--- src/rtl/systolic_skew_feeder_if.sv ---
// Fetch-side word handshake plus array-side skewed lanes, tile control and status.
interface systolic_skew_feeder_if #(
    parameter int LANES  = 32,
    parameter int DATA_W = 8
);
    logic                    start;
    logic                    in_valid;
    logic                    in_ready;
    logic [LANES*DATA_W-1:0] in_data;
    logic                    stall;
    logic [LANES*DATA_W-1:0] out_data;
    logic [LANES-1:0]        out_valid;
    logic                    busy;
    logic                    tile_done;

    modport master (
        output start, in_valid, in_data, stall,
        input  in_ready, out_data, out_valid, busy, tile_done
    );

    modport slave (
        input  start, in_valid, in_data, stall,
        output in_ready, out_data, out_valid, busy, tile_done
    );
endinterface

--- src/rtl/systolic_skew_feeder.sv ---
// Feeds one tile of wide rows into the systolic west edge, lane i delayed i cycles.
// Latency: lane i of a word appears i+1 cycles after its handshake; tile_done LANES-1 cycles after the last one.
// Backpressure: stall freezes every chain, counter and transition; in_ready drops while stalled or not filling.
module systolic_skew_feeder #(
    parameter int LANES         = 32,
    parameter int DATA_W        = 8,
    parameter int ROWS_PER_TILE = 64
) (
    input  logic                  clk,
    input  logic                  rst_n,
    systolic_skew_feeder_if.slave bus
);
    localparam int ROW_W = $clog2(ROWS_PER_TILE + 1);
    localparam int DRN_W = (LANES > 1) ? $clog2(LANES) : 1;
    localparam logic [ROW_W-1:0] ROW_LAST = ROW_W'(ROWS_PER_TILE - 1);
    localparam logic [DRN_W-1:0] DRN_INIT = DRN_W'(LANES - 1);
    localparam logic [DRN_W-1:0] DRN_ONE  = DRN_W'(1);

    typedef enum logic [1:0] {
        IDLE,
        FILL,
        DRAIN
    } state_t;

    state_t           state_q, state_d;
    logic [ROW_W-1:0] row_cnt_q, row_cnt_d;
    logic [DRN_W-1:0] drain_cnt_q, drain_cnt_d;
    logic             tile_done_q, tile_done_d;
    logic             adv;
    logic             in_hs;

    assign adv           = !bus.stall;
    assign bus.in_ready  = (state_q == FILL) && adv;
    assign in_hs         = bus.in_valid && bus.in_ready;
    assign bus.busy      = (state_q != IDLE);
    assign bus.tile_done = tile_done_q;

    always_ff @(posedge clk or negedge rst_n) begin
        if (!rst_n) begin
            state_q     <= IDLE;
            row_cnt_q   <= '0;
            drain_cnt_q <= '0;
            tile_done_q <= 1'b0;
        end else begin
            state_q     <= state_d;
            row_cnt_q   <= row_cnt_d;
            drain_cnt_q <= drain_cnt_d;
            // Not gated by stall so the pulse never stretches.
            tile_done_q <= tile_done_d;
        end
    end

    always_comb begin
        state_d     = state_q;
        row_cnt_d   = row_cnt_q;
        drain_cnt_d = drain_cnt_q;
        tile_done_d = 1'b0;
        case (state_q)
            IDLE: begin
                if (adv && bus.start) begin
                    state_d   = FILL;
                    row_cnt_d = '0;
                end
            end
            FILL: begin
                if (in_hs) begin
                    row_cnt_d = row_cnt_q + 1'b1;
                    if (row_cnt_q == ROW_LAST) begin
                        // A single-lane array has nothing to drain behind the last row.
                        if (LANES == 1) begin
                            state_d     = IDLE;
                            tile_done_d = 1'b1;
                        end else begin
                            state_d     = DRAIN;
                            drain_cnt_d = DRN_INIT;
                        end
                    end
                end
            end
            DRAIN: begin
                if (adv) begin
                    drain_cnt_d = drain_cnt_q - 1'b1;
                    if (drain_cnt_q == DRN_ONE) begin
                        state_d     = IDLE;
                        tile_done_d = 1'b1;
                    end
                end
            end
            default: state_d = IDLE;
        endcase
    end

    for (genvar i = 0; i < LANES; i++) begin : g_lane
        logic [DATA_W-1:0] dat_q [0:i];
        logic [i:0]        vld_q;

        // Bubble data is don't-care; only the valid bit is forced low.
        always_ff @(posedge clk or negedge rst_n) begin
            if (!rst_n) begin
                vld_q <= '0;
                for (int j = 0; j <= i; j++) begin
                    dat_q[j] <= '0;
                end
            end else if (adv) begin
                vld_q[0] <= in_hs;
                dat_q[0] <= bus.in_data[i*DATA_W +: DATA_W];
                for (int j = 1; j <= i; j++) begin
                    vld_q[j] <= vld_q[j-1];
                    dat_q[j] <= dat_q[j-1];
                end
            end
        end

        assign bus.out_data[i*DATA_W +: DATA_W] = dat_q[i];
        assign bus.out_valid[i]                 = vld_q[i];
    end
endmodule

--- src/flat_wrapper.sv ---
// flat-port wrapper written by rule: the top's interface ports become plain ports
module systolic_skew_feeder_flat 
#(
    parameter int LANES         = 32,
    parameter int DATA_W        = 8,
    parameter int ROWS_PER_TILE = 64
)
  (clk, rst_n, bus_start, bus_in_valid, bus_in_data, bus_stall, bus_in_ready, bus_out_data, bus_out_valid, bus_busy, bus_tile_done);
  systolic_skew_feeder_if #(.LANES(LANES), .DATA_W(DATA_W)) bus_i ();
  input  logic clk;
  input  logic rst_n;
  input wire logic [$bits(bus_i.start)-1:0] bus_start;
  input wire logic [$bits(bus_i.in_valid)-1:0] bus_in_valid;
  input wire logic [$bits(bus_i.in_data)-1:0] bus_in_data;
  input wire logic [$bits(bus_i.stall)-1:0] bus_stall;
  output wire logic [$bits(bus_i.in_ready)-1:0] bus_in_ready;
  output wire logic [$bits(bus_i.out_data)-1:0] bus_out_data;
  output wire logic [$bits(bus_i.out_valid)-1:0] bus_out_valid;
  output wire logic [$bits(bus_i.busy)-1:0] bus_busy;
  output wire logic [$bits(bus_i.tile_done)-1:0] bus_tile_done;
  assign bus_i.start = bus_start;
  assign bus_i.in_valid = bus_in_valid;
  assign bus_i.in_data = bus_in_data;
  assign bus_i.stall = bus_stall;
  assign bus_in_ready = bus_i.in_ready;
  assign bus_out_data = bus_i.out_data;
  assign bus_out_valid = bus_i.out_valid;
  assign bus_busy = bus_i.busy;
  assign bus_tile_done = bus_i.tile_done;
  systolic_skew_feeder #(.LANES(LANES), .DATA_W(DATA_W), .ROWS_PER_TILE(ROWS_PER_TILE)) u_core (.clk(clk), .rst_n(rst_n), .bus(bus_i));
endmodule
--- config.mk ---
export PLATFORM = sky130hd
export DESIGN_NAME = systolic_skew_feeder_flat
export DESIGN_NICKNAME = d
export VERILOG_FILES = /design/src/rtl/systolic_skew_feeder_if.sv /design/src/rtl/systolic_skew_feeder.sv /design/src/flat_wrapper.sv
export SDC_FILE = /design/constraint.sdc
export NUM_CORES = 2
export LEC_CHECK = 0
export CAP_MARGIN = 10
export CORE_UTILIZATION = 40
export CTS_BUF_LIST = sky130_fd_sc_hd__clkbuf_2
export DETAILED_ROUTE_END_ITERATION = 6
export HOLD_SLACK_MARGIN = 0.03
export PLACE_DENSITY_LB_ADDON = 0.2
export SYNTH_ARGS = -nofsm -noshare
export SYNTH_HDL_FRONTEND = slang
export SYNTH_SLANG_ARGS = --single-unit
export TNS_END_PERCENT = 1
--- constraint.sdc ---
create_clock -name clk -period 1.72 [get_ports clk]
set_input_delay 0.344 -clock clk [delete_from_list [all_inputs] [get_ports clk]]
set_output_delay 0.344 -clock clk [all_outputs]
set_load 0.02 [all_outputs]
==> results.sh <==
export IMPL_outcome="complete, but fails checks"
export IMPL_violations="negative setup slack"
export IMPL_io_pins=552
export IMPL_rsz0062_at_grt="yes"
export IMPL_dr_pass1_iters=4
export IMPL_worstPathMaxFanout=4
export IMPL_viasPerCell=4.65
export IMPL_synthesis_nets=9584
export IMPL_required_ps=1380
export IMPL_h_tree_depth=7
export IMPL_wire_per_inst_um=15.6
export IMPL_nets=12069
export IMPL_hold_viol=0
export IMPL_drive_gt1_share_pct=54.9
export IMPL_worst_slew_pin_slew_ps=988
export IMPL_clkLatencyLatePin_ps=2180
export IMPL_holdCritPathClass="flip-flop to flip-flop"
export IMPL_place_inst=14902
export IMPL_io_buffers=551
export IMPL_clk_path_buf_depth=5
export IMPL_netlist_area_um2=160000
export IMPL_core_area_um2=397000
export IMPL_cts_root_buf="clkbuf_2"
export IMPL_area_delta_synth_final_pct=20.9
export IMPL_critPathCaptureType="output port"
export IMPL_final_cell_mix="4,255 x mux2_2, 4,251 x dfrtp_1, 1,681 x clkbuf_2"
export IMPL_vdd_drop_max_mv=0.935
export IMPL_comb_power_share_pct=19.9
export IMPL_worst_ep_arrival_time_ps=2980
export IMPL_crit_path_start_kind="flip-flop"
export IMPL_p_seq_share_pct=56.0
export IMPL_hpwl_um=171000
export IMPL_syn_area_per_cell_um2=17.1
export IMPL_period_minus_slack_ps=3330
export IMPL_switching_share_pct=27.8
export IMPL_fin_ws_ps=-1610
export IMPL_grt_overflow_total=0
export IMPL_grt_pass1_wl_um=469000
export IMPL_start_util_pct=40.3
export IMPL_p_leak_nw=87.4
export IMPL_wl_um=277000
export IMPL_dp_slack_ps=-210
export IMPL_ys_warn_count=0
export IMPL_netlist_instances=9320
export IMPL_place_gp_congestion=0.735
export IMPL_synth_cell_types=31
export IMPL_internal_power_w=0.205
export IMPL_finalCritPeriodShare_pct=193
export IMPL_max_freq_ghz=0.301
export IMPL_synth_seq_cells=4271
export IMPL_setup_tns_ps=-507320
export IMPL_slew_violations=0
export IMPL_synth_ff_type="dfrtp_1"
export IMPL_async_flop_share_pct=100
export IMPL_ys_seq_area_share_pct=66.9
export IMPL_skew_ps=203
export IMPL_grt_pass1_vias=93294
export IMPL_cts_sinks=4271
export IMPL_layout_cells_non_filler=17744
export IMPL_fillers=34100
export IMPL_drt_initial_drc_count=2796
export IMPL_grt_max_degree=120
export IMPL_num_rows=231
export IMPL_die_height_um=634
export IMPL_max_cap_violations=0
export IMPL_setup_viol=1898
export IMPL_grt_usage_pct=14.3
export IMPL_slew_headroom_pct=34.1
export IMPL_final_common_cell="mux2_2"
export IMPL_synth_edf_count=0
export IMPL_crit_type="flip-flop to output port"
export IMPL_cts_clk_slew_worst_paths_ps=110
export IMPL_die_area_um2=402000
export IMPL_die_w_um=634
export IMPL_p_sw_w=0.0788
export IMPL_cts_inserted_buffers=1191
export IMPL_num_vias=82587
export IMPL_p_per_area_nw_per_um2=1470
export IMPL_clkPwrFrac_pct=24.0
export IMPL_cts_tree="yes"
export IMPL_antenna_found_initial=19
export IMPL_ant_nets=0
export IMPL_drc=0
## timing repair
action,CTS,global route
endpoints found under the hold margin,8542,35
endpoints found under the setup margin,291,1617
hold buffers,944,1
buffers inserted,2,5
gates cloned,0,0
pin swaps,0,1
gates resized for setup,984,436
## per-stage QoR
stage          area [um2]  utilization [%]  power [W]  hold WS, ps
3_3_place_gp       174000             43.8      0.213          481
4_1_cts            193000             48.6      0.289         30.1
5_1_grt            193000             48.7      0.304          146
3_5_place_dp       174000             43.8      0.217          485
6_report           193000             48.7      0.283          365
2_1_floorplan      160000                -      0.197         48.4
## Yosys cell counts (3+ instances only)
library cell	instances	share of area (%)
ha_1	3	0.024
nor2_1	9	0.021
dfrtp_1	4271	67
buf_4	319	1.5
inv_1	4	0.0094
buf_2	406	1.3
o31ai_1	8	0.038
mux2_2	4255	30
nand2_1	6	0.014
nor2b_1	3	0.012
a21boi_1	4	0.019
o21ai_0	5	0.016
nand3_1	4	0.013
## metal layers
layer / global-route usage [%] / share of wire [%]
met5: 0 / 0.013
met4: 7.60 / 3.1
met3: 3.83 / 3.9
met2: 23.6 / 50
met1: 17.0 / 43
## worst max-delay path, stage by stage, from the launching register on
cell and delay [ps]:
dfrtp_1 410, nand2b_1 130, nor2_1 110, buf_4 150
## state kept, by name (all words and copies together), names as in the netlist
| signal | count |
|---|---|
| u_core.g_lane.dat_q | 3976 |
| u_core.bus.out_data | 248 |
| u_core.g_lane.vld_q | 32 |
| u_core.row_cnt_q | 7 |
| u_core.drain_cnt_q | 5 |
| u_core.state_q | 2 |
| u_core.bus.tile_done | 1 |
## final timing paths
kind | cells past startpoint | slack, ps | start | end
worst max-delay path | 3 | -1610 | u_core.state_q[0] | bus_in_ready
worst min-delay path | 1 | 360 | u_core.g_lane[16].dat_q[92] | u_core.g_lane[16].dat_q[84]
worst max register to register | 4 | -40 | u_core.state_q[0] | u_core.row_cnt_q[6]
worst min register to register | 1 | 360 | u_core.g_lane[16].dat_q[92] | u_core.g_lane[16].dat_q[84]
max in group asynchronous | 8 | -150 | rst_n | u_core.g_lane[28].dat_q[74]
min in group asynchronous | 7 | 950 | rst_n | u_core.g_lane[27].dat_q[153]
## power by group through the flow
stage	sequential [W]	combinational [W]	clock (W)
finish	0.159	0.0564	0.0681
global route	0.164	0.0618	0.0778
CTS	0.159	0.0568	0.0725
detailed placement	0.161	0.0557	0
global placement	0.160	0.0534	0
floorplan	0.153	0.0441	0
## cells by family (layout without fill, tap and decap cells)
kind of cell             Yosys count  count (layout)  share of synthesized area [%]
buffers and inverters            729            3879                           2.78
AND/OR/NAND/NOR                   37              37                          0.150
multiplexers                    4256            4256                           30.0
flip-flops                      4271            4271                           66.9
other                              0              32                              0
AO/OA/AOI/OAI                     24              24                          0.103
adder cells (fa/ha/maj)            3               3                         0.0235
## area by class of cell
| cell class | instances | area [um2] | area share (%) |
|---|---|---|---|
| flip-flops and latches | 4271 | 107000 | 55.4 |
| multi-input cells | 4320 | 48400 | 25.1 |
| repair buffers | 2017 | 21400 | 11.1 |
| clock buffers | 1676 | 8390 | 4.35 |
| well taps | 5242 | 6560 | 3.40 |
| clock inverters | 182 | 1270 | 0.658 |
| diodes | 32 | 80.1 | 0.0415 |
| inverters | 4 | 15.0 | 0.00778 |
Note: power is estimated with default switching activity, not from simulation.
